File: config.mk
export PLATFORM = sky130hd
export DESIGN_NAME = if_prefetch
export DESIGN_NICKNAME = d
export VERILOG_FILES = /design/src/rtl/if_prefetch.sv
export SDC_FILE = /design/constraint.sdc
export NUM_CORES = 1
export LEC_CHECK = 0
export BUFFER_PORTS_ARGS = -buffer_cell sky130_fd_sc_hd__buf_4
export CORE_UTILIZATION = 59
export CTS_CLUSTER_DIAMETER = 150
export DETAILED_ROUTE_END_ITERATION = 8
export PLACE_DENSITY_LB_ADDON = 0.2
export SETUP_SLACK_MARGIN = 0.4
export SLEW_MARGIN = 20
export SYNTH_ARGS = -nofsm -noshare
export SYNTH_HDL_FRONTEND = slang
export SYNTH_SLANG_ARGS = --single-unit
File: constraint.sdc
create_clock -name clk -period 4.2 [get_ports clk]
set_input_delay 0.21 -clock clk [delete_from_list [all_inputs] [get_ports clk]]
set_output_delay 0.21 -clock clk [all_outputs]
set_load 0.01 [all_outputs]
File: src/rtl/if_prefetch.sv
// rtl/if_prefetch.sv - instruction fetch prefetch queue with redirect/drain handling
//
// Purpose : issues sequential word fetches to instruction memory, tags each
//           request with its PC, buffers in-order responses in a DEPTH-entry
//           queue and presents the head to decode. Redirects flush the queue
//           and discard responses that are still in flight.
// Ports   : clk, rst (async active-low)
//           imem_req_o/imem_addr_o/imem_gnt_i   fetch request handshake
//           imem_rvalid_i/imem_rdata_i          in-order fetch responses
//           redirect_i/redirect_pc_i            branch/jump redirect
//           stall_i                             decode back-pressure
//           id_valid_o/id_pc_o/id_inst_o        queue head to decode
// Config  : IF_PREFETCH_BYPASS_EN - when defined, a live response arriving
//           while the queue is empty is presented to decode in the same cycle.

module if_prefetch #(
    parameter int          DEPTH    = 4,
    parameter logic [31:0] RESET_PC = 32'h0000_0000
) (
    input  logic        clk,
    input  logic        rst,
    output logic        imem_req_o,
    output logic [31:0] imem_addr_o,
    input  logic        imem_gnt_i,
    input  logic        imem_rvalid_i,
    input  logic [31:0] imem_rdata_i,
    input  logic        redirect_i,
    input  logic [31:0] redirect_pc_i,
    input  logic        stall_i,
    output logic        id_valid_o,
    output logic [31:0] id_pc_o,
    output logic [31:0] id_inst_o
);

    localparam int AW = $clog2(DEPTH);
    localparam int CW = AW + 1;
    localparam logic [CW:0] DEPTH_W = (CW+1)'(DEPTH);

    typedef enum logic [1:0] {S_IDLE, S_RUN, S_DRAIN} state_t;

    state_t        r_state;
    logic [31:0]   r_pc;
    logic [CW-1:0] r_live;
    logic [CW-1:0] r_discard;

    // tag FIFO: PC of every live outstanding request, in request order
    logic [31:0]   r_t_pc [DEPTH];
    logic [AW-1:0] r_t_rd;
    logic [AW-1:0] r_t_wr;

    // prefetch queue
    logic [31:0]   r_q_pc   [DEPTH];
    logic [31:0]   r_q_inst [DEPTH];
    logic [AW-1:0] r_q_rd;
    logic [AW-1:0] r_q_wr;
    logic [CW-1:0] r_q_cnt;

    logic          w_fire;
    logic          w_rsp_drop;
    logic          w_rsp_live;
    logic          w_q_empty;
    logic          w_bypass;
    logic          w_push;
    logic          w_pop;
    logic [31:0]   w_redir_pc;
    logic [CW-1:0] w_live_nxt;
    logic [CW-1:0] w_disc_nxt;

    assign w_q_empty  = (r_q_cnt == '0);
    assign w_fire     = imem_req_o && imem_gnt_i;
    assign w_rsp_drop = imem_rvalid_i && (r_discard != '0);
    // a response in the redirect cycle belongs to the old stream and is dropped
    assign w_rsp_live = imem_rvalid_i && (r_discard == '0) && !redirect_i;
    assign w_redir_pc = redirect_pc_i & 32'hFFFF_FFFC;

`ifdef IF_PREFETCH_BYPASS_EN
    assign w_bypass = w_rsp_live && w_q_empty;
`else
    assign w_bypass = 1'b0;
`endif

    assign id_valid_o = !w_q_empty || w_bypass;
    assign w_pop      = !w_q_empty && !stall_i;
    assign w_push     = w_rsp_live && !(w_bypass && !stall_i);

    // Queue slots are reserved for every live request, so a push never finds
    // the queue full. Bounding live+discard as well keeps the discard counter
    // within DEPTH when a redirect folds the live requests into it.
    always_comb begin
        imem_req_o = (r_state != S_IDLE)
                  && (({1'b0, r_q_cnt} + {1'b0, r_live}) < DEPTH_W)
                  && (({1'b0, r_live} + {1'b0, r_discard}) < DEPTH_W);
    end
    assign imem_addr_o = r_pc;

    always_comb begin
        w_live_nxt = r_live;
        w_disc_nxt = r_discard;
        if (redirect_i) begin
            // every request still owed a response becomes a discard, including
            // one granted this cycle; a coincident response retires one of them
            w_live_nxt = '0;
            w_disc_nxt = r_discard + r_live + CW'(w_fire) - CW'(imem_rvalid_i);
        end else begin
            w_live_nxt = r_live + CW'(w_fire) - CW'(w_rsp_live);
            w_disc_nxt = r_discard - CW'(w_rsp_drop);
        end
    end

    always_comb begin
        id_pc_o   = '0;
        id_inst_o = '0;
        if (!w_q_empty) begin
            id_pc_o   = r_q_pc[r_q_rd];
            id_inst_o = r_q_inst[r_q_rd];
        end
`ifdef IF_PREFETCH_BYPASS_EN
        else if (w_bypass) begin
            id_pc_o   = r_t_pc[r_t_rd];
            id_inst_o = imem_rdata_i;
        end
`endif
    end

    always_ff @(posedge clk or negedge rst) begin
        if (!rst) begin
            r_state   <= S_IDLE;
            r_pc      <= RESET_PC;
            r_live    <= '0;
            r_discard <= '0;
            r_t_rd    <= '0;
            r_t_wr    <= '0;
            r_q_rd    <= '0;
            r_q_wr    <= '0;
            r_q_cnt   <= '0;
        end else begin
            r_live    <= w_live_nxt;
            r_discard <= w_disc_nxt;

            case (r_state)
                S_IDLE:  r_state <= S_RUN;
                default: r_state <= (w_disc_nxt != '0) ? S_DRAIN : S_RUN;
            endcase

            if (redirect_i) begin
                r_pc    <= w_redir_pc;
                r_t_rd  <= '0;
                r_t_wr  <= '0;
                r_q_rd  <= '0;
                r_q_wr  <= '0;
                r_q_cnt <= '0;
            end else begin
                if (w_fire) begin
                    r_pc   <= r_pc + 32'd4;
                    r_t_wr <= r_t_wr + 1'b1;
                end
                if (w_rsp_live) r_t_rd <= r_t_rd + 1'b1;
                if (w_push)     r_q_wr <= r_q_wr + 1'b1;
                if (w_pop)      r_q_rd <= r_q_rd + 1'b1;
                r_q_cnt <= r_q_cnt + CW'(w_push) - CW'(w_pop);
            end
        end
    end

    // storage arrays carry no reset; pointers and counts qualify every read
    always_ff @(posedge clk) begin
        if (w_fire && !redirect_i) r_t_pc[r_t_wr] <= r_pc;
        if (w_push && !redirect_i) begin
            r_q_pc[r_q_wr]   <= r_t_pc[r_t_rd];
            r_q_inst[r_q_wr] <= imem_rdata_i;
        end
    end

endmodule

==> impl_metrics.toml, run 1 <==
[status]
outcome = "complete, no violations"

[logic_synthesis]
synth_cell_types = 37
synthCells = 883
yosysSeqAreaShare_pct = 73.65
synth-main-ff-cell = "edfxtp_1"
yosys_warnings = 0
netlist_area_um2 = 16670
synthArstFlopShare_pct = 11.75
yosysTopAreaCell = "edfxtp_1"
ys_ff_latch = 417
synth-edff-count = 368
ys_top_cells_by_area = "edfxtp_1 66%, mux4_2 12%, dfrtp_1 7.4%"
synth_top_cell_area_share_pct = 66.30
avgSynthCellArea_um2 = 18.88

[die]
initial_core_util_pct = 60.00
io_pins = 168
die-area_um2 = 28930
die_w_um = 170.1
rows = 61
die_h_um = 170.1
core_um2 = 27780

[global_routing]
grt_max_degree = 68
antenna_found_initial = 0
grt_pass1_vias = 8989
grtUsageTotal_pct = 22.87
overflow = 0
grt_pass1_wl_um = 49650

[setup_path]
r2r-start = "r_live[2]$_DFF_PN0_"
crit_type = "flip-flop to flip-flop"
regToRegSetupSlack_ps = 790
crit_buf_inv = 1
cp.required_ps = 4660
critPathMaxFanout = 7
max_stage_delay_ps = 510
critPathArrivalTime_ps = 3870
crit_family = "simple AND/OR/NAND/NOR gates"
crit_cells = 11
r2r-end = "r_state[0]$_DFF_PN0_"
worstPathCellList = "ha_1, or4_4, a2111oi_4, nand2_1, fa_1, inv_1, fa_1, nor2_1, a21oi_1, nor3_1, or2_2"
crit_path_start = "r_live[2]$_DFF_PN0_"
worstSetupStartpointType = "flip-flop"
reg2reg_depth = 11
crit_end = "r_state[0]$_DFF_PN0_"
worstSetupEndpointType = "flip-flop"
crit_top_cell = "fa_1"
crit_path_top_delay_cell = "or4_4"

[cts]
path_clk_slew_ps = 60
cts_setup_buffers = 0
numCtsBuffers = 41
cts_root_buffer = "clkbuf_16"
cts_resized = 0
h-tree-depth = 2
cts_tree = "yes"
clk_latency_ps = 530
cts_buffer_depth = 3
clock-sinks = 417

[sta]
min_period_ps = 3408
slew_headroom_pct = 33.00
setup_slack_ps = 791.7
fin_skew_ps = 14.10
hold_viol = 0
worst_pin_slew_ps = 1005
rsz0062_at_grt = "no"
hold_ws_ps = 18.13
maxSlewViolCount = 0
setup-tns-final_ps = 0
post-route-period-util_pct = 81.15
finalSetupViolCount = 0
fmax_ghz = 0.2934

[finish]
area_growth_pct = 21.93
final_util_pct = 73.15
n_antenna_cell = 0
fin_nets = 1214
drive_gt1_share_pct = 29.97

[routing]
drc_errors = 0
wl_per_cell_um = 20.83
via_count = 8601
drt_iter0_markers = 700
via_per_inst = 5.625
wl_um = 31850
postRouteAntennaNets = 0
first_pass_iters = 5

[job]
maxCapViolCount = 0

[placement]
routabilityCongestion = 0.8273
port_buffers = 161
dp_hpwl_um = 18260
dpl_worst_slack_ps = 786.0

[power_and_ir_drop]
p_per_area_nw_per_um2 = 574.1
p_leak_nw = 7.093
ir_drop_mv = 0.3806

[min_path]
worstHoldPathType = "input pin to flip-flop"
layer usage:
layer / wire length (um) / track usage, %
met1: 13550 / 31.09
met2: 16170 / 38.85
met3: 1565 / 3.651
met4: 570 / 6.228
met5: 0 / 0
power breakdown:
group / switching, W / internal, W
clock: 0.00146 / 0.00215
combinational: 0.00140 / 0.00146
sequential: 0.000331 / 0.00486
total: 0.00320 / 0.00847
tightest hold or removal path, delay by kind of cell:
kind	cells	cell delay (ps)
multiplexers	2	190
buffers and inverters	1	90
cells in the final DEF, fill, tap and decap left out, drive strengths merged, types with 23 or more instances in the layout:
master / instances
nor2b: 66
nand2: 39
dlygate4sd3: 63
edfxtp: 368
mux4: 92
dfrtp: 49
inv: 23
clkbuf: 52
o21ai: 28
nor2: 24
buf: 174
stage by stage:
step,instances,power (W),cell area (um^2)
2_1_floorplan,886,0.006895,16680
3_3_place_gp,1391,0.008062,18340
6_report,1529,0.01167,20320
3_5_place_dp,1391,0.008134,18340
5_1_grt,1529,0.01221,20320
4_1_cts,1529,0.01180,20320
synthesized netlist by cell type, drive strengths merged, types with 17 or more instances:
cell type  count
xnor2         17
nor2b         66
dfrtp         49
mux4          92
buf           20
o21ai         28
xor2          18
nor2          24
clkbuf        27
edfxtp       368
nand2         39
inv           22
ha            21
what timing repair did:
item	CTS	global route
hold endpoints to repair	207	0
endpoints found under the setup margin	0	0
hold buffers	63	0
sequential cells by signal, indices dropped and copies added (netlist names):
signal,flops
r_t_rd,2
r_live,3
r_discard,3
imem_addr_o,30
r_t_pc,120
r_q_inst,128
r_t_wr,2
r_q_cnt,3
r_q_rd,2
r_q_wr,2
r_state,2
r_q_pc,120
how the worst min path moves through the flow:
stage	from	endpoint	slack [ps]	cells past startpoint
finish	redirect_pc_i[28]	imem_addr_o[28]$_DFFE_PN0N_	20	3
global route	redirect_pc_i[28]	imem_addr_o[28]$_DFFE_PN0N_	30	3
CTS	redirect_pc_i[28]	imem_addr_o[28]$_DFFE_PN0N_	5	3
detailed placement	rst	imem_addr_o[20]$_DFFE_PN0N_	280	1
global placement	rst	imem_addr_o[20]$_DFFE_PN0N_	280	1
floorplan	rst	imem_addr_o[10]$_DFFE_PN0N_	-90	0
cells by family (layout without fill, tap and decap cells):
kind of cell | count (synthesis) | in the layout | share of synthesized area (%)
multiplexers | 98 | 98 | 12.79
flip-flops | 417 | 417 | 73.65
XOR/XNOR | 35 | 35 | 1.839
AND/OR/NAND/NOR | 198 | 198 | 6.538
AO/OA/AOI/OAI | 40 | 40 | 1.441
adder cells (fa/ha/maj) | 25 | 25 | 2.057
buffers and inverters | 69 | 334 | 1.659
other | 1 | 4 | 0.02250
final cells by class:
class                           instances  area [um^2]
Multi-Input combinational cell        400         4146
Timing Repair Buffer                  237         1987
Tap cell                              378        473.0
Sequential cell                       417        12290
Fill cell                            1700         7458
Clock inverter                         23        217.7
Inverter                               22        82.58
Clock buffer                           52         1130
Power figures use the tool's default switching activity.
==> inputs of run 2 (changes only) <==
==> constraint.sdc (replaced) <==
create_clock -name clk -period 3.2 [get_ports clk]
set_input_delay 0.16 -clock clk [delete_from_list [all_inputs] [get_ports clk]]
set_output_delay 0.16 -clock clk [all_outputs]
set_load 0.01 [all_outputs]
==> impl_metrics.toml, run 2 (synthesis results as in run 1) <==
[die]
die-area_um2 = 28930
core_um2 = 27780
io_pins = 168
die_w_um = 170.1
initial_core_util_pct = 60.00
die_h_um = 170.1
rows = 61

[sta]
slew_headroom_pct = 43.97
maxSlewViolCount = 0
fin_skew_ps = 24.44
hold_viol = 0
worst_pin_slew_ps = 840.4
finalSetupViolCount = 0
rsz0062_at_grt = "yes"
min_period_ps = 2896
setup-tns-final_ps = 0
fmax_ghz = 0.3453
post-route-period-util_pct = 90.49

[routing]
drc_errors = 0
via_per_inst = 5.656
wl_um = 32800
drt_iter0_markers = 659
via_count = 8823
first_pass_iters = 4
postRouteAntennaNets = 0
wl_per_cell_um = 21.02

[min_path]
worstHoldPathType = "input pin to flip-flop"
whs_endpoint = "r_q_rd[0]$_DFFE_PN0P_"
min-delay-start = "stall_i"
hold_path_depth = 4

[finish]
fillCellCount = 1640
fin_area_um2 = 20740
n_antenna_cell = 0
area_growth_pct = 24.43
largest_register_ffs = 128
fin_nets = 1246
final_common_cell = "edfxtp_1"
largest-register = "r_q_inst"
drive_gt1_share_pct = 32.91
reg.largest.list = "r_q_inst x128, r_q_pc x120, r_t_pc x120"
final_cell_mix = "368 x edfxtp_1, 188 x buf_4, 92 x mux4_2, 66 x nor2b_1, 64 x dlygate4sd3_1"

[setup_path]
reg2reg_depth = 12
cp.required_ps = 3570
max_stage_delay_ps = 550
worstSetupEndpointType = "flip-flop"
crit_path_top_delay_cell = "or4_4"
crit_buf_inv = 3
regToRegSetupSlack_ps = 300
critPathMaxFanout = 4
critPathArrivalTime_ps = 3270
r2r-end = "r_live[2]$_DFF_PN0_"
crit_type = "flip-flop to flip-flop"
worstPathCellList = "ha_2, or4_4, a2111oi_4, nand2_2, buf_6, ha_4, inv_2, ha_2, inv_2, fa_1, xnor2_1, nor2_1"
crit_family = "adder cells"
worstSetupStartpointType = "flip-flop"
r2r-start = "r_live[2]$_DFF_PN0_"

[cts]
cts_root_buffer = "clkbuf_16"
cts_buffer_depth = 3
h-tree-depth = 2
numCtsBuffers = 42
clk_latency_ps = 530
cts_tree = "yes"
clock-sinks = 417
path_clk_slew_ps = 60

[power_and_ir_drop]
seqPwrFrac_pct = 42.8
ir_drop_mv = 0.5808
p_leak_nw = 7.268
p_per_area_nw_per_um2 = 752.3
p_switching_w = 0.004303
clkPwrFrac_pct = 29.8
total_power_w = 0.01560
p_int_w = 0.01130
combPwrFrac_pct = 27.3
swShare_pct = 27.58

[global_routing]
grtUsageTotal_pct = 23.19
antenna_found_initial = 0
grt_max_degree = 67
grt_pass1_wl_um = 50210
overflow = 0
grt_pass1_vias = 9055

[placement]
dp_hpwl_um = 18380
port_buffers = 161
placed_area_um2 = 18540
routabilityCongestion = 0.8081

[status]
outcome = "complete, no violations"

[job]
maxCapViolCount = 0
run 2: cell count changes in the layout (fill, tap and decap cells not counted), sizes merged:
cell / change
buf: +30
bufinv: -2
clkbuf: +2
clkinv: -1
clkinvlp: +1
dlygate4sd3: +1
run 2: power by group through the flow:
stage / Combinational [W] / Sequential, W / Clock [W]
6_report: 0.00426 / 0.00668 / 0.00466
5_1_grt: 0.00463 / 0.00672 / 0.00493
4_1_cts: 0.00420 / 0.00668 / 0.00473
3_5_place_dp: 0.00390 / 0.00683 / 0
3_3_place_gp: 0.00385 / 0.00680 / 0
2_1_floorplan: 0.00242 / 0.00665 / 0
run 2: final cells by class:
type / instances / area (um^2) / area share (%)
timing repair buffer: 268 / 2362 / 11.39
multi-input combinational: 400 / 4209 / 20.29
clock inverter: 21 / 152.6 / 0.7360
inverter: 22 / 82.58 / 0.3981
clock buffer: 54 / 1177 / 5.677
sequential: 417 / 12280 / 59.23
tap: 378 / 473.0 / 2.280
run 2: worst max path at each step:
stage | startpoint | end | slack, ps | cells past startpoint
floorplan | r_discard[2]$_DFF_PN0_ | r_state[0]$_DFF_PN0_ | 120 | 11
global placement | r_live[1]$_DFF_PN0_ | r_state[0]$_DFF_PN0_ | 230 | 11
detailed placement | r_live[1]$_DFF_PN0_ | r_state[0]$_DFF_PN0_ | 200 | 11
CTS | r_live[2]$_DFF_PN0_ | r_live[2]$_DFF_PN0_ | 280 | 12
global route | r_discard[1]$_DFF_PN0_ | r_state[1]$_DFF_PN0_ | 130 | 12
finish | r_live[2]$_DFF_PN0_ | r_live[2]$_DFF_PN0_ | 300 | 12
run 2: stage by stage:
step | setup WS, ps | std cells | util [%] | hold slack [ps]
global placement | 228.3 | 1402 | 66.74 | 225.9
finish | 304.3 | 1560 | 74.66 | 26.06
detailed placement | 199.4 | 1402 | 66.74 | 225.0
CTS | 282.9 | 1550 | 74.20 | 11.37
floorplan | 118.4 | 886 | - | -135.6
global route | 128.6 | 1560 | 74.66 | 54.90
run 2: layer usage:
layer,vias to the layer above,track usage [%],share of wire (%)
li1,3960,-,-
met1,4504,32.17,43
met2,301,38.58,50
met3,58,3.488,5.3
met4,0,6.933,2.2
met5,-,0,0
run 2: repair_timing:
action	4_1_cts	5_1_grt
buffers inserted	9	10
pin swaps	0	4
gates resized for setup	6	12
setup endpoints to repair	49	76
hold endpoints to repair	208	0
hold buffers	64	0
run 2: worst reg2reg max path: stages (launching register included):
cell	delay [ps]
dfrtp_1	410
ha_2	180
or4_4	550
a2111oi_4	240
nand2_2	140
buf_6	160
ha_4	200
inv_2	40
ha_2	150
inv_2	40
fa_1	420
xnor2_1	160
nor2_1	50
==> inputs of run 3 (changes only) <==
--- a/config.mk
+++ b/config.mk
@@ -5,11 +5,12 @@
 export SDC_FILE = /design/constraint.sdc
 export NUM_CORES = 1
 export LEC_CHECK = 0
-export BUFFER_PORTS_ARGS = -buffer_cell sky130_fd_sc_hd__buf_4
+export BUFFER_PORTS_ARGS = -buffer_cell sky130_fd_sc_hd__buf_2
 export CORE_UTILIZATION = 59
 export CTS_CLUSTER_DIAMETER = 150
 export DETAILED_ROUTE_END_ITERATION = 8
 export PLACE_DENSITY_LB_ADDON = 0.2
+export RECOVER_POWER = 100
 export SETUP_SLACK_MARGIN = 0.4
 export SLEW_MARGIN = 20
 export SYNTH_ARGS = -nofsm -noshare
==> impl_metrics.toml, run 3 (synthesis results as in run 1) <==
[power_and_ir_drop]
clkPwrFrac_pct = 31.3
ir_drop_mv = 0.6403
p_leak_nw = 6.797
combPwrFrac_pct = 24.6
p_switching_w = 0.004267
swShare_pct = 28.14
seqPwrFrac_pct = 44.1
p_int_w = 0.01090
p_per_area_nw_per_um2 = 748.1

[cts]
path_clk_slew_ps = 60
numCtsBuffers = 42
cts_buffer_depth = 3
clock-sinks = 417
cts_root_buffer = "clkbuf_16"
cts_tree = "yes"
clk_latency_ps = 540
h-tree-depth = 2

[setup_path]
crit_buf_inv = 2
max_stage_delay_ps = 920
worstSetupStartpointType = "flip-flop"
crit_type = "flip-flop to flip-flop"
worstSetupEndpointType = "flip-flop"
critPathMaxFanout = 16
critPathArrivalTime_ps = 3190
worstPathCellList = "clkbuf_4, nor3_1, and3_1, and2_1, clkbuf_2"
cp.required_ps = 3410
crit_path_top_delay_cell = "and2_1"
crit_family = "simple AND/OR/NAND/NOR gates"

[job]
maxCapViolCount = 2

[placement]
placed_area_um2 = 18200
port_buffers = 161
routabilityCongestion = 0.7591
dp.cells = 1411
dp_hpwl_um = 19630

[finish]
fin_area_um2 = 20270
final_common_cell = "edfxtp_1"
fin_nets = 1257
n_antenna_cell = 0
final_cells = 1572
largest-register = "r_q_inst"
drive_gt1_share_pct = 21.78
final_cell_mix = "368 x edfxtp_1, 140 x clkbuf_1, 92 x mux4_2, 66 x nor2b_1, 65 x dlygate4sd3_1"
reg.largest.list = "r_q_inst x128, r_q_pc x120, r_t_pc x120"
largest_register_ffs = 128
area_growth_pct = 21.60

[routing]
first_pass_iters = 5
drc_errors = 0
wl_um = 33070
postRouteAntennaNets = 0
drt_iter0_markers = 654
via_count = 8916
wl_per_cell_um = 21.04
via_per_inst = 5.672

[min_path]
worstHoldPathType = "input pin to flip-flop"

[status]
violations = "capacitance limit, slew limit"
outcome = "finished with violations"

[sta]
hold_viol = 0
fin_skew_ps = 17.89
min_period_ps = 2971
slew_headroom_pct = -15.01
worst_pin_slew_ps = 1725
finalSetupViolCount = 0
post-route-period-util_pct = 92.84
maxSlewViolCount = 63
hold_ws_ps = 173.9
setup-tns-final_ps = 0
rsz0062_at_grt = "yes"
fmax_ghz = 0.3366

[global_routing]
overflow = 0
antenna_found_initial = 0
grtUsageTotal_pct = 23.36
grt_pass1_wl_um = 50380
grt_pass1_vias = 9035
grt_max_degree = 67

[die]
core_um2 = 27780
initial_core_util_pct = 60.00
io_pins = 168
die-area_um2 = 28930
die_h_um = 170.1
die_w_um = 170.1
rows = 61
run 3: power by group through the flow:
| stage | clock [W] | combinational (W) | sequential (W) |
|---|---|---|---|
| 2_1_floorplan | 0 | 0.00242 | 0.00665 |
| 3_3_place_gp | 0 | 0.00352 | 0.00681 |
| 3_5_place_dp | 0 | 0.00357 | 0.00683 |
| 4_1_cts | 0.00481 | 0.00377 | 0.00672 |
| 5_1_grt | 0.00502 | 0.00412 | 0.00673 |
| 6_report | 0.00474 | 0.00373 | 0.00669 |
run 3: final cells by class:
cell class              count  area, um^2
flip-flops and latches    417       12280
fillers                  1755        7512
multi-input cells         400        4178
repair buffers            279        1894
clock buffers              59        1219
well taps                 378       473.0
clock inverters            17       138.9
inverters                  22       82.58
run 3: routing by layer:
metal | vias to the layer above | share of wire [%] | global-route usage [%]
li1 | 4002 | - | -
met1 | 4555 | 42 | 31.94
met2 | 302 | 50 | 39.34
met3 | 57 | 5.6 | 3.721
met4 | 0 | 2.4 | 6.620
met5 | - | 0 | 0
run 3: what timing repair did:
action                                  in CTS  in global routing
cloned                                       0                  4
hold buffers                                65                  0
resized for setup                           14                 10
hold endpoints to repair                   189                  0
pin swaps                                    2                  4
setup buffers                                7                  9
endpoints found under the setup margin      52                114
run 3: final timing paths:
path                                          endpoint                   start  cells past startpoint  slack [ps]
max                          r_q_inst[3][17]$_DFFE_PP_  r_discard[2]$_DFF_PN0_                      5         230
min                        imem_addr_o[29]$_DFFE_PN0N_              redirect_i                      3         170
max reg2reg                  r_q_inst[3][17]$_DFFE_PP_  r_discard[2]$_DFF_PN0_                      5         230
min reg2reg                       r_state[1]$_DFF_PN0_    r_state[0]$_DFF_PN0_                      2         570
max in group asynchronous  imem_addr_o[31]$_DFFE_PN0N_                     rst                      3         790
min in group asynchronous  imem_addr_o[24]$_DFFE_PN0N_                     rst                      2         640
run 3: worst min-delay path: cells and delay by family:
family,cells,cell delay (ps)
AOI/OAI and AO/OA,1,200
buffers and inverters,2,290
run 3: metrics by stage:
step	utilization [%]	setup WS, ps	total power [W]
after floorplan	-	118.4	0.009071
after global placement	65.49	226.2	0.01032
after detailed placement	65.49	160.7	0.01040
after CTS	73.09	286.3	0.01530
after global routing	72.96	108.5	0.01587
final	72.96	229.0	0.01516
